`config.mk`:
```
export PLATFORM = sky130hd
export DESIGN_NAME = booth_mul_seq
export DESIGN_NICKNAME = d
export VERILOG_FILES = /design/src/rtl/mips_pkg.sv /design/src/rtl/booth_step.sv /design/src/rtl/booth_mul_seq.sv
export SDC_FILE = /design/constraint.sdc
export NUM_CORES = 1
export LEC_CHECK = 0
export CAP_MARGIN = 10
export CORE_MARGIN = 1.5
export CORE_UTILIZATION = 55
export DETAILED_ROUTE_END_ITERATION = 7
export PLACE_DENSITY = 0.81
export SLEW_MARGIN = 20
export SYNTH_ARGS = -nofsm -noshare
export SYNTH_HDL_FRONTEND = slang
export SYNTH_SLANG_ARGS = --single-unit
```
`constraint.sdc`:
```
create_clock -name clk -period 10.55 [get_ports clk]
set_input_delay 2.11 -clock clk [delete_from_list [all_inputs] [get_ports clk]]
set_output_delay 2.11 -clock clk [all_outputs]
set_load 0.005 [all_outputs]
```
`src/rtl/mips_pkg.sv`:
```
// mips_pkg: shared MULT decode constant, multiplier state encoding and default width
package mips_pkg;
  localparam logic [5:0] MULT_FUNCT = 6'h18;
  localparam int DEF_WIDTH = 32;
  typedef enum logic [1:0] {IDLE = 2'd0, RUN = 2'd1, DONE = 2'd2} state_t;
endpackage

```
`src/rtl/booth_step.sv`:
```
// booth_step: one radix-2 Booth add/sub followed by arithmetic right shift of {A,Q,q_m1}
module booth_step #(
  parameter int WIDTH = 32
) (
  input  logic [WIDTH:0]   a,
  input  logic [WIDTH-1:0] q,
  input  logic             q_m1,
  input  logic [WIDTH:0]   m,
  output logic [WIDTH:0]   a_next,
  output logic [WIDTH-1:0] q_next,
  output logic             q_m1_next
);
  logic [WIDTH:0] s;
  always_comb begin
    s = (q[0] && !q_m1) ? a - m : (!q[0] && q_m1) ? a + m : a;
    a_next = {s[WIDTH], s[WIDTH:1]};
    q_next = {s[0], q[WIDTH-1:1]};
    q_m1_next = q[0];
  end
endmodule

```
`src/rtl/booth_mul_seq.sv`:
```
// booth_mul_seq: multi-cycle radix-2 Booth signed multiplier with HI/LO product registers
module booth_mul_seq
  import mips_pkg::*;
#(
  parameter int WIDTH = DEF_WIDTH
) (
  input  logic             clk,
  input  logic             rst,
  input  logic             start,
  input  logic             flush,
  input  logic [WIDTH-1:0] mcand,
  input  logic [WIDTH-1:0] mplier,
  output logic             stall,
  output logic             busy,
  output logic             done,
  output logic [WIDTH-1:0] hi,
  output logic [WIDTH-1:0] lo
);
  localparam int CW = $clog2(WIDTH) + 1;
  state_t state;
  logic [WIDTH:0] m, a, na;
  logic [WIDTH-1:0] q, nq;
  logic qm1, nqm1, done_q;
  logic [CW-1:0] count;
  booth_step #(.WIDTH(WIDTH)) u_step (
    .a(a), .q(q), .q_m1(qm1), .m(m),
    .a_next(na), .q_next(nq), .q_m1_next(nqm1)
  );
  always_ff @(posedge clk or posedge rst) begin
    if (rst) begin
      state <= IDLE;
      count <= '0;
      m <= '0;
      a <= '0;
      q <= '0;
      qm1 <= 1'b0;
      hi <= '0;
      lo <= '0;
      done_q <= 1'b0;
    end else begin
      done_q <= 1'b0;
      case (state)
        IDLE: if (start && !flush) begin
          state <= RUN;
          m <= {mcand[WIDTH-1], mcand};
          a <= '0;
          q <= mplier;
          qm1 <= 1'b0;
          count <= CW'(WIDTH);
        end
        RUN: if (flush) state <= IDLE;
        else begin
          a <= na;
          q <= nq;
          qm1 <= nqm1;
          count <= count - 1'b1;
          // the final step's result goes straight into HI/LO on DONE entry
          if (count == CW'(1)) begin
            state <= DONE;
            hi <= na[WIDTH-1:0];
            lo <= nq;
            done_q <= 1'b1;
          end
        end
        DONE: state <= IDLE;
        default: state <= IDLE;
      endcase
    end
  end
  assign done = done_q && !flush;
  assign busy = state != IDLE;
  assign stall = (state == IDLE && start) || state == RUN;
endmodule

```
---- After elaboration in Yosys (flattened, before gate mapping) ----
Cells that the tools add are included.
storage, ports and cells
  bits in registers ....................... 171
  output and inout bits ................... 67
cells by class
  add/sub/neg operators ................... 3
  equal/unequal tests ..................... 5
  muxes and demuxes ....................... 21
  bitwise operators ....................... 1
  reductions and logical operators ........ 16
operator list
  kind                                                                 count
  33-bit 2-to-1 mux                                                    4
  33-bit one-hot mux with 2 select lines                               1
  32-bit 2-to-1 mux                                                    2
  32-bit one-hot mux with 2 select lines                               1
  33-bit adder                                                         1
  33-bit subtractor                                                    1
  6-bit 2-to-1 mux                                                     2
  6-bit one-hot mux with 2 select lines                                1
  6-bit by 1-bit == test with 1-bit output (second input constant)     1
  2-bit 2-to-1 mux                                                     3
  3-bit AND reduction                                                  2
  6-bit by 1-bit subtractor with 6-bit output (second input constant)  1
  1-bit logical AND                                                    5
  1-bit 2-to-1 mux                                                     5
  2-bit inequality test (second input constant)                        2
  2-bit one-hot mux with 2 select lines                                1
  2-bit AND reduction                                                  2
  2-bit nonzero test                                                   2
  1-bit logical NOT                                                    3
  3-bit inequality test (second input constant)                        1
  2-bit by 1-bit == test with 1-bit output (second input constant)     1
  2-bit logical NOT                                                    1
  1-bit one-hot mux with 2 select lines                                1
  1-bit logical OR                                                     1
  1-bit inverter                                                       1

---- Depth between registers and ports, before layout ----
Gate-level depths: netlist (run 1).
  depth in word-level cells ............... 6
  mapped depth ............................ 13
  depth with buffers taken out ............ 13

---- Cells and area by module ----
Synthesis (run 1) repeated with hierarchy kept, for this count alone.
second synthesis, totals
  cell total of the unflattened synthesis .. 1,123
  area total of the unflattened synthesis .. 11,030.6 um^2
by module, submodules not included
  module         instances  cells each  area an instance (um^2)  seq. area each (um^2)
  booth_mul_seq  1          458         6,779.0                  4,279.1
  booth_step     1          665         4,251.6                  0.0

---- Worst setup path before layout (run 1) ----
No wires, ideal clock.
  path type ............................... input -> output
  start point ............................. input port start
  end point ............................... output port stall
  data arrival time ....................... 2,268 ps
  required time ........................... 8,440 ps
  setup slack ............................. 6,172 ps
  stages on the path ...................... 2
  cell sequence ........................... nor2_1 -> nor2_1
on the way
  word-level cells in the longest chain between the ends .. 2
RTL lines
  element             line                 source
  start: declaration  booth_mul_seq.sv:9   input logic start,
  1-bit logical AND   booth_mul_seq.sv:72  assign stall = (state == IDLE && start) || state == RUN;
  1-bit logical OR    booth_mul_seq.sv:72
  end: declaration    booth_mul_seq.sv:13  output logic stall,
No other way between the ends.

---- Final worst setup path (run 1) ----
  start point ............................. input port flush
  end point ............................... output port done
on the way
  word-level cells in the longest chain between the ends .. 2
RTL lines
  element             line                 source
  start: declaration  booth_mul_seq.sv:10  input logic flush,
  1-bit logical NOT   booth_mul_seq.sv:70  assign done = done_q && !flush;
  1-bit logical AND   booth_mul_seq.sv:70
  end: declaration    booth_mul_seq.sv:15  output logic done,
No other way between the ends.

==> run summary, run 1 <==
The run finished with clean final reports. The internal power summed over all cells is 1.86 mW. The die area came out at 20500 um2.

Power spread over the standard cell area amounts to 267 nW/um2. For hold timing, the worst endpoint is lo[6]$_DFFE_PP0P_. The category of cells accounting for the largest share of critical-path delay is buffers and inverters. The path category of the worst min-delay check is register to register. After clock tree synthesis, the flow added hold-fix buffers numbering 0.

The warning count from the yosys run came out at 0. 135 I/O pins were placed. The startpoint of the most critical hold path is lo[6]$_DFFE_PP0P_.

For this block, the via count after detailed routing is 10100. The biggest area contributor in the post-synthesis netlist is sky130_fd_sc_hd__dfrtp_1. The starting utilization of the core area is 0.558. The final net count is 1487. The via count of the first global-routing pass was 9766. The number of diodes came out at 0.

The post-synthesis async set-or-reset flop share came out at 1.00. The number of cells on the worst hold path is 2. The H-tree depth reported by CTS is 4. In this run the critical register-to-register path is captured at hi[28]$_DFFE_PP0P_.

The sequential share of the synthesized area came out at 0.394. The final-layout fill cell count is 1586. The die width came out at 143 um. The number of antenna violations at the first check in global routing is 1. The iteration-0 DRC count of the detailed router came out at 1033. During placement, the flow inserted port buffers numbering 134. The tree is rooted in a sky130_fd_sc_hd__clkbuf_16. The overall global routing resource usage came out at 0.320. The share of the cycle needed by the critical path after routing came out at 0.511. STA classifies the critical path endpoint as a primary output. The cell total after placement came out at 1597. After layout, the design draws a total of 3.42 mW. The tool flagged a number of max-cap violations equal to 0. The final global-route overflow total is 0. In this run the worst setup path begins at flush. The post-route non-filler standard cell count came out at 1629. The sequential cell area came out at 4250 um2. The routed length per placed instance is 19.4 um. By area the synthesized netlist is led by sky130_fd_sc_hd__dfrtp_1, sky130_fd_sc_hd__nand2_1, sky130_fd_sc_hd__ha_1. The most common cell in the netlist is sky130_fd_sc_hd__nand2_1.

The worst register-to-register path begins at a[11]$_DFFE_PP0P_. The hold violation total from the final report came out at 0. The maximum buffer depth of the clock tree is 2. The number of optimization iterations in the first detailed-route pass is 7. The type of the worst setup path is input port to primary output. In this run, CTS created clock tree buffers numbering 17.

Setup repair after global routing left no endpoint under its margin. The shortest period the worst path allows is 5.39 ns. The count of nets left with antenna violations after detail routing is 0. For this design the static power due to leakage is 5.97 nW. Buffers added to address setup during post-CTS repair amount to 0. The number of buffers and inverters on the critical path came out at 2. Clock latency on the worst-skew pair, taken at its later pin, is 0.45 ns.

Counting instances in the post-synthesis netlist gives the leading cell types as sky130_fd_sc_hd__nand2_1, sky130_fd_sc_hd__dfrtp_1, sky130_fd_sc_hd__o21ai_0. The most used flip-flop cell after synthesis is sky130_fd_sc_hd__dfrtp_1. After legalization and detailed placement, the total HPWL measured 21.5 mm. The clock power share is 0.186. The worst setup slack for register-to-register paths is 6.95 ns. The path depth of the worst reg2reg path is 10. The net load switching power came out at 1.57 mW. Entering global routing, the biggest net connects 103 pins.

The die extent in y is 143 um. The maximum fanout along the worst path came out at 6. The routability congestion estimate from global placement came out at 0.910.

The area of combinational cells with multiple inputs came out at 5870 um2. The top-area cell type share of the netlist area came out at 0.394. The slowest stage of the critical path is the sky130_fd_sc_hd__clkdlybuf4s50_1 cell. The ratio of cells with drive above 1 in the final layout is 0.0638. The launching element type of the critical path is an input port. The post-synthesis instance area came out at 10800 um2. The critical path required time is 8.44 ns. The worst voltage drop across the vdd grid is 152 uV. A synthesized cell averages 8.52 um2. Derived from the worst setup path, the maximum achievable clock frequency is 186 MHz. The setup TNS came out at 0 ns. The number of cells produced by synthesis is 1267. The critical path arrival is 3.28 ns. The number of nets produced by synthesis is 1403. In this run the tightest slew margin relative to its limit is 0.373. Clock-pin slew was measured on the worst setup and hold paths at 0.08 ns. Compared with the post-synthesis result, the final layout area differs by 19.0%.

The switching power as a share of total power is 0.458. The longest individual stage delay on the worst path is 0.51 ns. Of the total power, registers draw 0.288. In the routed design, unresolved DRC markers number 0. The row count came out at 51. The clock skew came out at 0.0158 ns. The count of cells resized by post-cts repair came out at 0. The slew at the pin closest to its max-slew limit came out at 0.940 ns.

The region available for standard cell placement spans 19300 um2. The number of sinks driven by the clock tree came out at 170. Hold is met by 0.482 ns. The number of pins exceeding their max-slew limit in the final report is 0. The number of distinct library cells after synthesis is 78. The most numerous cell on the critical path is sky130_fd_sc_hd__clkdlybuf4s50_1.

Counting flops and latches in the post-synthesis netlist gives 170. The number of enable-type register cells in the synthesized netlist came out at 0. The final layout contains routed wiring with a total length of 31.7 mm. The global-route wire length before repair came out at 51.3 mm. The signal on the critical path passes through clkdlybuf4s50_1, nor2b_1, clkdlybuf4s50_1. The combinational fraction of design power came out at 0.526. Setup violations remaining at the end of the flow were counted as 0. The CTS tree is done.

The average via count per standard cell is 6.20.
[per-layer routing]
layer / GRT usage / share of wire
met4: 0.113 / 0.022
met3: 0.0573 / 0.084
met1: 0.457 / 0.45
met2: 0.488 / 0.45
met5: 0 / 0
[how the worst max path moves through the flow]
stage          cells past startpoint          endpoint
6_report                           3              done
5_1_grt                            4             stall
4_1_cts                            3              done
3_5_place_dp                       3              done
3_3_place_gp                       4             stall
2_1_floorplan                      1  a[0]$_DFFE_PP0P_
[power by group through the flow]
stage	registers (mW)	clock network, mW	logic (mW)
finish	0.985	0.638	1.80
global route	1.01	0.670	1.96
CTS	0.983	0.645	1.76
detailed placement	0.987	0	1.75
global placement	0.985	0	1.73
floorplan	0.952	0	1.25
[layout make-up]
class                      instances  area share
inverter                          90      0.0267
multi-input combinational        925       0.457
clock inverter                    14      0.0135
timing repair buffer             147       0.112
tap                              265      0.0258
sequential                       170       0.331
clock buffer                      18      0.0334
[state kept, by name (all words and copies together), names as in the netlist]
name	flops
a	32
state	2
qm1	1
hi	32
m	32
count	6
done_q	1
lo	32
q	32
[logic make-up (layout without fill, tap and decap cells)]
kind of cell	after synthesis	after routing	synth area share
buffers and inverters	172	269	0.0632
DFF	170	170	0.394
adders and majority gates	68	68	0.0803
and+or+nand+nor	427	427	0.176
muxes	25	25	0.0249
AOI/OAI and AO/OA	390	390	0.249
xor gates and xnor gates	15	15	0.0122
[through the flow]
| stage | area, um2 | utilization | worst slack [ns] |
|---|---|---|---|
| floorplan | 10800 | - | 3.84 |
| global placement | 12200 | 0.633 | 5.18 |
| detailed placement | 12200 | 0.633 | 5.17 |
| CTS | 12800 | 0.664 | 5.15 |
| global route | 12800 | 0.664 | 5.07 |
| finish | 12800 | 0.664 | 5.16 |
[placed cells by master, fill, tap and decap left out, types with 14 or more instances in the layout]
master and count:
sky130_fd_sc_hd__inv_1 86, sky130_fd_sc_hd__clkdlybuf4s50_1 134, sky130_fd_sc_hd__o31ai_1 20, sky130_fd_sc_hd__ha_1 66
sky130_fd_sc_hd__nand2_1 227, sky130_fd_sc_hd__nand3_1 17, sky130_fd_sc_hd__dfrtp_1 170, sky130_fd_sc_hd__xnor2_1 14
sky130_fd_sc_hd__nor4_1 17, sky130_fd_sc_hd__a221o_1 17, sky130_fd_sc_hd__a21oi_1 83, sky130_fd_sc_hd__o21ai_0 95
sky130_fd_sc_hd__a22o_1 25, sky130_fd_sc_hd__a222oi_1 20, sky130_fd_sc_hd__nor2_1 80, sky130_fd_sc_hd__clkbuf_16 17
[tightest hold or removal path, delay by kind of cell, from the launching register on]
kind             cells  cell delay, ns
DFF                  1            0.35
and+or+nand+nor      2            0.10
(Power assumes the default switching activity.)
==> inputs of run 2 (changes only) <==
==> constraint.sdc (replaced) <==
create_clock -name clk -period 5.45 [get_ports clk]
set_input_delay 1.09 -clock clk [delete_from_list [all_inputs] [get_ports clk]]
set_output_delay 1.09 -clock clk [all_outputs]
set_load 0.005 [all_outputs]
==> run summary, run 2 (synthesized netlist as in run 1, its figures left out) <==
The run finished with clean final reports. The I/O pin count is 135. The slew at the pin closest to its max-slew limit is 1.05 ns. The reported leakage power is 5.97 nW.

The tool flagged a number of max-cap violations equal to 0. The row count came out at 51. The tightest hold margin came out at 0.472 ns.

STA classifies the critical path startpoint as a register. The worst setup slack for register-to-register paths is 1.93 ns. The largest net degree at the start of global routing came out at 110. The area growth from synthesis to layout is 19.1%.

Buffers placed on the I/O ports in this run total 134. The library cell used most frequently in the layout, excluding fill and tap cells, is sky130_fd_sc_hd__nand2_1. The average via count per standard cell is 6.23. The total DRC errors in the routed layout came out at 0.

The CTS clock-pin slew for the worst setup and hold paths is 0.08 ns. The die width came out at 143 um. For hold timing, the worst endpoint is hi[5]$_DFFE_PP0P_.

Once routing completed, OpenROAD measured the worst setup slack at 1.93 ns. The first global-routing pass estimated 51.5 mm of wire. The number of post-CTS setup repair buffers is 0.

The number of cells on the worst hold path came out at 2. The overall global routing resource usage came out at 0.323. The path category of the worst min-delay check is register to register. Walking the worst path, the cells encountered are inv_1, ha_1, inv_1, fa_1, a21o_1, nand4_1, a31oi_1, a211oi_1, o22ai_1, o21ai_0, xnor2_1, o21ai_0, mux2_2. The starting utilization of the core area is 0.558. Setup total negative slack on the finished layout was measured at 0 ns. For this block, the initial DRC count from the detailed router was 1152.

The cell total after placement came out at 1600. In the final layout, the multi-input gates occupy 5870 um2. The clock latency at the later pin of the worst-skew pair is 0.44 ns. The total length of routed wires came out at 32.1 mm. The H-tree depth reported by CTS is 4.

The worst setup path is captured at a register. The number of antenna violations at the first check in global routing came out at 0. Counting every sink on the clock net gives 170.

The hold violation total from the final report is 0. The repair_antennas step left the layout with diodes totalling 0. The reg-to-reg critical path endpoint is hi[27]$_DFFE_PP0P_. The pre-CTS setup slack is 1.80 ns.

Counting the fill cells in the layout gives 1604. The worst setup path is of the register to register kind. The routed length per placed instance is 19.7 um. At the worst endpoint, the arrival time is 3.85 ns. The placeable core area came out at 19300 um2. The ratio of cells with drive above 1 in the final layout came out at 0.0651. The maximum fanout along the worst path is 4. The total of hold buffers inserted after clock tree synthesis is 0. Setup violations remaining at the end of the flow were counted as 0. The maximum buffer depth of the clock tree is 2.

The final HPWL from detailed placement is 21.9 mm. For this run the aggregate overflow at the end of global routing stands at 0. The count of cells resized by post-cts repair is 0. The count of nets left with antenna violations after detail routing came out at 0. The shortest period the worst path allows came out at 3.52 ns. Registers take 4250 um2. The routability congestion estimate from global placement is 1.00. The number of optimization iterations in the first detailed-route pass is 8.

The number of pins exceeding their max-slew limit in the final report is 0. The path depth of the worst reg2reg path came out at 13. Buffers inserted during clock tree synthesis total 17.

The die area is 20500 um2. In this run the most critical hold path is launched from hi[5]$_DFFE_PP0P_. The share of the cycle needed by the critical path after routing came out at 0.645.

The worst voltage drop across the vdd grid came out at 258 uV. The critical path required time came out at 5.78 ns. The tree is rooted in a sky130_fd_sc_hd__clkbuf_16. The worst register-to-register path begins at a[0]$_DFFE_PP0P_. Setup repair after global routing left no endpoint under its margin. The die extent in y is 143 um. For this design, the slowest cell found on the critical path is sky130_fd_sc_hd__a211oi_1.

The finished layout holds 1632 standard cells, fillers aside. In the layout the commonest cells are sky130_fd_sc_hd__nand2_1, sky130_fd_sc_hd__dfrtp_1, sky130_fd_sc_hd__clkdlybuf4s50_1. In this run the tightest slew margin relative to its limit is 0.302. The final net count is 1490. The via count of the first global-routing pass came out at 9849. The clock skew is 0.0133 ns. TritonCTS built the clock tree. The fmax came out at 284 MHz.

The routed layout has 10200 vias. The power per standard cell area came out at 515 nW/um2. The longest individual stage delay on the worst path came out at 0.50 ns.
## run 2: per-layer routing
layer  vias to the layer above  GRT usage  wire [um]
li1                       4690          -          -
met1                      4912      0.454      14100
met2                       506      0.494      14300
met3                        66     0.0681       3020
met4                         0      0.111        761
met5                         -          0          0
## run 2: worst max path at each step
stage / from / endpoint / slack [ns] / depth (start not counted)
after floorplan: rst / a[0]$_DFFE_PP0P_ / 2.19 / 1
after global placement: flush / hi[6]$_DFFE_PP0P_ / 1.89 / 7
after detailed placement: flush / hi[27]$_DFFE_PP0P_ / 1.80 / 7
after CTS: a[0]$_DFFE_PP0P_ / hi[27]$_DFFE_PP0P_ / 2.03 / 13
after global routing: a[6]$_DFFE_PP0P_ / hi[18]$_DFFE_PP0P_ / 1.81 / 10
final: a[0]$_DFFE_PP0P_ / hi[27]$_DFFE_PP0P_ / 1.93 / 13
## run 2: worst max-delay path, delay by kind of cell, from the launching register on
| kind | cells | cell delay [ns] |
|---|---|---|
| compound gates | 6 | 1.66 |
| fa+ha+maj | 2 | 0.58 |
| xor+xnor | 1 | 0.17 |
| mux | 1 | 0.33 |
| simple gates | 1 | 0.12 |
| flops | 1 | 0.42 |
| buf+inv | 2 | 0.14 |
## run 2: report_power, final
part	total [mW]	switching [mW]	internal (mW)
sequential	1.91	0.307	1.60
clock	1.20	0.592	0.612
combinational	3.51	2.13	1.38
total	6.62	3.03	3.59
## run 2: through the flow
stage | instance area, um2 | total power [mW] | utilization
final | 12800 | 6.62 | 0.665
after global routing | 12800 | 7.03 | 0.665
after CTS | 12800 | 6.54 | 0.665
after detailed placement | 12300 | 5.31 | 0.635
after global placement | 12300 | 5.26 | 0.635
after floorplan | 10800 | 4.27 | -
## run 2: cell type report
class | count | area share
Multi-Input combinational cell | 925 | 0.457
Sequential cell | 170 | 0.331
Timing Repair Buffer | 150 | 0.115
Clock buffer | 18 | 0.0334
Inverter | 90 | 0.0266
Tap cell | 265 | 0.0258
Clock inverter | 14 | 0.0119
